===== src/rtl/fpu_ret_collect.sv =====
// fpu_ret_collect: per-lane completion FIFOs for FPU lanes u1/u3/u5,
// retiring up to two completions per cycle to the ROB, round-robin.
// Ports: clk, rst (sync, active high), flush; uN_ret/_en/_id pushes;
// uN_stall back-pressure; out_rdy ack; retN_en/data/id/lane; err_ovf.
module fpu_ret_collect #(
  parameter int DEPTH        = 4,
  parameter int STALL_MARGIN = 2,
  parameter int ID_W         = 9
) (
  input  logic            clk,
  input  logic            rst,
  input  logic            flush,
  input  logic [13:0]     u1_ret,
  input  logic            u1_ret_en,
  input  logic [ID_W-1:0] u1_ret_id,
  input  logic [13:0]     u3_ret,
  input  logic            u3_ret_en,
  input  logic [ID_W-1:0] u3_ret_id,
  input  logic [13:0]     u5_ret,
  input  logic            u5_ret_en,
  input  logic [ID_W-1:0] u5_ret_id,
  output logic            u1_stall,
  output logic            u3_stall,
  output logic            u5_stall,
  input  logic            out_rdy,
  output logic            ret0_en,
  output logic            ret1_en,
  output logic [13:0]     ret0_data,
  output logic [13:0]     ret1_data,
  output logic [ID_W-1:0] ret0_id,
  output logic [ID_W-1:0] ret1_id,
  output logic [1:0]      ret0_lane,
  output logic [1:0]      ret1_lane,
  output logic            err_ovf
);

  localparam int NL = 3;
  localparam int AW = $clog2(DEPTH);
  localparam int EW = 14 + ID_W;
  localparam logic [AW:0] FULL_CNT =
    (AW+1)'(DEPTH);
  localparam logic [AW:0] STALL_TH =
    (AW+1)'(DEPTH - STALL_MARGIN);

  logic [NL-1:0] push;
  logic [EW-1:0] push_ent [NL];

  logic [EW-1:0] mem [NL][DEPTH];
  logic [AW-1:0] head_q [NL];
  logic [AW-1:0] tail_q [NL];
  logic [AW:0]   cnt_q [NL];
  logic [AW:0]   cnt_nxt [NL];
  logic [EW-1:0] head_ent [NL];

  logic [NL-1:0] nempty;
  logic [NL-1:0] full;
  logic [NL-1:0] pop;
  logic [NL-1:0] wr;
  logic [NL-1:0] drop;

  logic [1:0] rr_q;
  logic [1:0] rr_nxt;
  logic [1:0] lst;
  logic [1:0] ord [NL];

  logic       p0_v;
  logic       p1_v;
  logic [1:0] p0_l;
  logic [1:0] p1_l;

  logic          ovf_q;
  logic [NL-1:0] stall_q;

  assign push = {u5_ret_en, u3_ret_en, u1_ret_en};
  assign push_ent[0] = {u1_ret, u1_ret_id};
  assign push_ent[1] = {u3_ret, u3_ret_id};
  assign push_ent[2] = {u5_ret, u5_ret_id};

  always_comb begin
    for (int i = 0; i < NL; i++) begin
      head_ent[i] = mem[i][head_q[i]];
      nempty[i]   = cnt_q[i] != '0;
      full[i]     = cnt_q[i] == FULL_CNT;
    end
  end

  // Scan order starting at rr, wrapping mod 3.
  always_comb begin
    case (rr_q)
      2'd1: begin
        ord[0] = 2'd1;
        ord[1] = 2'd2;
        ord[2] = 2'd0;
      end
      2'd2: begin
        ord[0] = 2'd2;
        ord[1] = 2'd0;
        ord[2] = 2'd1;
      end
      default: begin
        ord[0] = 2'd0;
        ord[1] = 2'd1;
        ord[2] = 2'd2;
      end
    endcase
  end

  // First non-empty lane in scan order gets
  // port 0, the second gets port 1.
  always_comb begin
    p0_v = 1'b0;
    p0_l = 2'd0;
    p1_v = 1'b0;
    p1_l = 2'd0;
    for (int k = 0; k < NL; k++) begin
      if (nempty[ord[k]]) begin
        if (!p0_v) begin
          p0_v = 1'b1;
          p0_l = ord[k];
        end else if (!p1_v) begin
          p1_v = 1'b1;
          p1_l = ord[k];
        end
      end
    end
  end

  // A pop in the same cycle frees a slot,
  // so a push to a full lane still lands.
  always_comb begin
    for (int i = 0; i < NL; i++) begin
      pop[i] = out_rdy &
        ((p0_v & (p0_l == 2'(i))) |
         (p1_v & (p1_l == 2'(i))));
      wr[i]   = push[i] & (~full[i] | pop[i]);
      drop[i] = push[i] & full[i] & ~pop[i];
      if (flush)
        cnt_nxt[i] = '0;
      else
        cnt_nxt[i] = cnt_q[i]
          + (AW+1)'(wr[i])
          - (AW+1)'(pop[i]);
    end
  end

  always_comb begin
    rr_nxt = rr_q;
    lst    = p1_v ? p1_l : p0_l;
    if (flush)
      rr_nxt = 2'd0;
    else if (|pop)
      rr_nxt = (lst == 2'd2) ? 2'd0 : lst + 2'd1;
  end

  always_ff @(posedge clk) begin
    if (rst) begin
      for (int i = 0; i < NL; i++) begin
        head_q[i] <= '0;
        tail_q[i] <= '0;
        cnt_q[i]  <= '0;
      end
      rr_q    <= 2'd0;
      ovf_q   <= 1'b0;
      stall_q <= '0;
    end else begin
      rr_q <= rr_nxt;
      if (!flush && (|drop))
        ovf_q <= 1'b1;
      for (int i = 0; i < NL; i++) begin
        cnt_q[i]   <= cnt_nxt[i];
        stall_q[i] <= cnt_nxt[i] >= STALL_TH;
        if (flush) begin
          head_q[i] <= '0;
          tail_q[i] <= '0;
        end else begin
          if (pop[i])
            head_q[i] <= head_q[i] + AW'(1);
          if (wr[i])
            tail_q[i] <= tail_q[i] + AW'(1);
        end
      end
    end
  end

  always_ff @(posedge clk) begin
    for (int i = 0; i < NL; i++) begin
      if (!rst && !flush && wr[i])
        mem[i][tail_q[i]] <= push_ent[i];
    end
  end

  assign ret0_en   = p0_v;
  assign ret0_lane = p0_v ? p0_l : 2'd0;
  assign ret0_data = p0_v ?
    head_ent[p0_l][EW-1:ID_W] : '0;
  assign ret0_id   = p0_v ?
    head_ent[p0_l][ID_W-1:0] : '0;

  assign ret1_en   = p1_v;
  assign ret1_lane = p1_v ? p1_l : 2'd0;
  assign ret1_data = p1_v ?
    head_ent[p1_l][EW-1:ID_W] : '0;
  assign ret1_id   = p1_v ?
    head_ent[p1_l][ID_W-1:0] : '0;

  assign u1_stall = stall_q[0];
  assign u3_stall = stall_q[1];
  assign u5_stall = stall_q[2];
  assign err_ovf  = ovf_q;

endmodule


===== config.mk =====
export PLATFORM = sky130hd
export DESIGN_NAME = fpu_ret_collect
export DESIGN_NICKNAME = d
export VERILOG_FILES = /design/src/rtl/fpu_ret_collect.sv
export SDC_FILE = /design/constraint.sdc
export NUM_CORES = 1
export LEC_CHECK = 0
export ABC_AREA = 1
export CAP_MARGIN = 20
export CORE_MARGIN = 2
export CORE_UTILIZATION = 40
export CTS_CLUSTER_DIAMETER = 120
export DETAILED_ROUTE_END_ITERATION = 8
export PLACE_DENSITY_LB_ADDON = 0.12
export SYNTH_ARGS = -nofsm -noshare
export SYNTH_HDL_FRONTEND = slang
export SYNTH_SLANG_ARGS = --single-unit

===== constraint.sdc =====
create_clock -name clk -period 9.15 [get_ports clk]
set_clock_uncertainty 0.15 [all_clocks]
set_input_delay 1.3725 -clock clk [delete_from_list [all_inputs] [get_ports clk]]
set_output_delay 1.3725 -clock clk [all_outputs]
set_load 0.01 [all_outputs]

==> impl_metrics.tcl <==
set metrics [dict create \
    synth-edff-count 288 \
    synth.distinct_cells 38 \
    routed_wl_mm 34.9 \
    cts.repair.resized 0 \
    final_antenna_net_count 0 \
    tns_ns 0 \
    cp_top_family "buffers and inverters" \
    wl_met2_mm 15.9 \
    via_per_inst 5.24 \
    cts_setup_buffers 0 \
    crit_required_ns 7.63 \
    post-dp-hpwl_mm 22.9 \
    drive_above_1_share_pct 8.00 \
    ys.flop_type "edfxtp_1" \
    utilization_pct 49.2 \
    grt_start_max_net_pins 50 \
    postCtsHoldBufs 0 \
    whs_ns 0.309 \
    io_pins 132 \
    max_freq_ghz 0.170 \
    hold_class "flop to flop" \
    seq_area_frac_synth_pct 67.2 \
    reg2reg_slack_ns 4.84 \
    tightest_slew_ns 1.07 \
    die_w_um 186 \
    placementRows 66 \
    root_buffer "clkbuf_16" \
    setup_viol 0 \
    clkLatencyLatePin_ns 0.51 \
    finalNetCount 1377 \
    power.density_nw_per_um2 384 \
    core_um2 32600 \
    antenna_found_initial 2 \
    syn_to_final_growth_pct 20.6 \
    layout_commonest_cell "nand2_1" \
    syn-num-nets 1257 \
    cts_buffers 34 \
    wl_met3_mm 2.28 \
    ir_worst_vdd_mv 0.286 \
    crit_path_end_kind "output port" \
    grt_pass1_vias 8690 \
    hold_viol 0 \
    clkTransAtPathRegs_ns 0.06 \
    clk_path_buf_depth 3 \
    cts-htree-levels 2 \
    yosysWarnings 0 \
    maxCapViolCount 0 \
    fin_crit_sh_pct 64.3 \
    wl_per_cell_um 20.0 \
    crit_fanout 27 \
    routedLengthMet1_mm 15.7 \
    highest-signal-layer "met4" \
    outcome "completed" \
    syn-cell-area_um2 13300 \
    dieArea_um2 34800 \
    synth_area_per_cell_um2 11.5 \
    cts_tree "yes" \
    leakage_nw 5.78 \
    cp_num_buf_inv 5 \
    num_vias 9136 \
    syn_inst 1160 \
    grt-ovfl-total 0 \
    ys_ff_latch 303 \
    synthArstFlopShare_pct 0 \
    drc 0 \
    cpPeakStageDelay_ns 0.66 \
    drtIter0Drc 764 \
    most-common-layout-cells "354 x nand2_1, 288 x edfxtp_1, 133 x a21oi_1" \
    cpMaxStageDelayCell "clkdlybuf4s50_1" \
    post-route-min-period_ns 5.88 \
    initial_core_util_pct 40.8 \
    dr.pass1.iters 5 \
    start_kind "flop" \
    arrival_ns 4.36 \
    max-slew-margin-rel_pct 28.8 \
    path_cells "inv_1 -> ha_1 -> inv_2 -> nand3_1 -> nand3_1 -> nand2_2 -> nor2_4 -> nand2_1 -> nand2_1 -> nand2_2 -> inv_4 -> nor2_1 -> buf_4 -> a211oi_1 -> clkdlybuf4s50_1" \
    clock-sinks 303 \
    gp_congestion 0.858 \
    grt_pass1_wl_mm 52.2 \
    rsz0062_at_grt "false" \
    slew_viol_final 0 \
    track_usage_pct 19.7 \
    critical_path_class "flop to output port" \
    die_y_um 186 \
    port_buffers 131 \
    total_power_mw 6.17 \
]
## cell usage after synthesis (3+ instances only)
cell | instances | area, µm²
nor3_1 | 6 | 30.0
xnor2_1 | 3 | 26.3
clkbuf_1 | 39 | 146
nand2_2 | 8 | 50.1
a21oi_1 | 133 | 666
o21ai_0 | 4 | 20.0
a32o_1 | 50 | 500
nand2_1 | 354 | 1330
inv_1 | 55 | 206
buf_2 | 11 | 55.1
o22ai_1 | 3 | 18.8
nor2_4 | 4 | 45.0
buf_6 | 3 | 33.8
edfxtp_1 | 288 | 8650
buf_1 | 11 | 41.3
a211oi_1 | 22 | 165
a22oi_1 | 18 | 135
ha_1 | 18 | 225
a32oi_1 | 6 | 52.6
dfxtp_1 | 15 | 300
inv_2 | 6 | 22.5
nor2_2 | 3 | 18.8
nand3_1 | 40 | 200
fa_1 | 3 | 60.1
nor2_1 | 40 | 150
## worst paths after layout
check | startpoint | endpoint | cells past startpoint
worst min-delay path | err_ovf | err_ovf | 2
worst min register to register | err_ovf | err_ovf | 2
worst max register to register | rr_q[0] | stall_q[0] | 19
worst max-delay path | rr_q[0] | ret0_data[0] | 15
## metrics by stage
| stage | area [µm²] | setup WS, ns | std cells |
|---|---|---|---|
| 2_1_floorplan | 13300 | 5.51 | 1160 |
| 3_3_place_gp | 15100 | 3.87 | 1685 |
| 3_5_place_dp | 15100 | 3.89 | 1685 |
| 4_1_cts | 16000 | 3.33 | 1741 |
| 5_1_grt | 16100 | 3.06 | 1743 |
| 6_report | 16100 | 3.27 | 1744 |
## where the power goes
group	internal (mW)	total, mW	switching (mW)
registers	1.59	1.63	0.0370
clock network	0.682	1.20	0.520
logic	1.28	3.34	2.06
total	3.55	6.17	2.62
## routing by layer
metal / up-vias / track usage, %
met3: 47 / 4.18
met5: - / 0
met4: 0 / 6.68
met2: 302 / 30.9
met1: 4390 / 27.2
li1: 4397 / -
## logic make-up after synthesis
group	count (synthesis)	share of synthesized area, %
AND/OR/NAND/NOR	465	14.4
flip-flops	303	67.2
AO/OA/AOI/OAI	242	12.2
buffers and inverters	126	3.84
adder cells (fa/ha/maj)	21	2.14
XOR/XNOR	3	0.197
## registers in the layout, summed over array words and instances (netlist names)
register / flops
mem: 276
cnt_q: 9
head_q: 6
tail_q: 6
stall_q: 3
rr_q: 2
err_ovf: 1
## layout make-up
type,instances,area [µm²]
Antenna cell,2,5.00
Clock buffer,41,877
Timing Repair Buffer,148,1440
Fill cell,2909,16600
Tap cell,442,553
Inverter,62,235
Clock inverter,15,87.6
Multi-Input combinational cell,731,3910
Sequential cell,303,8950
## tightest hold or removal path, delay by kind of cell (launching register included)
family | cells | cell delay (ns)
DFF | 1 | 0.31
and+or+nand+nor | 2 | 0.11
Power figures use the tool's default switching activity.
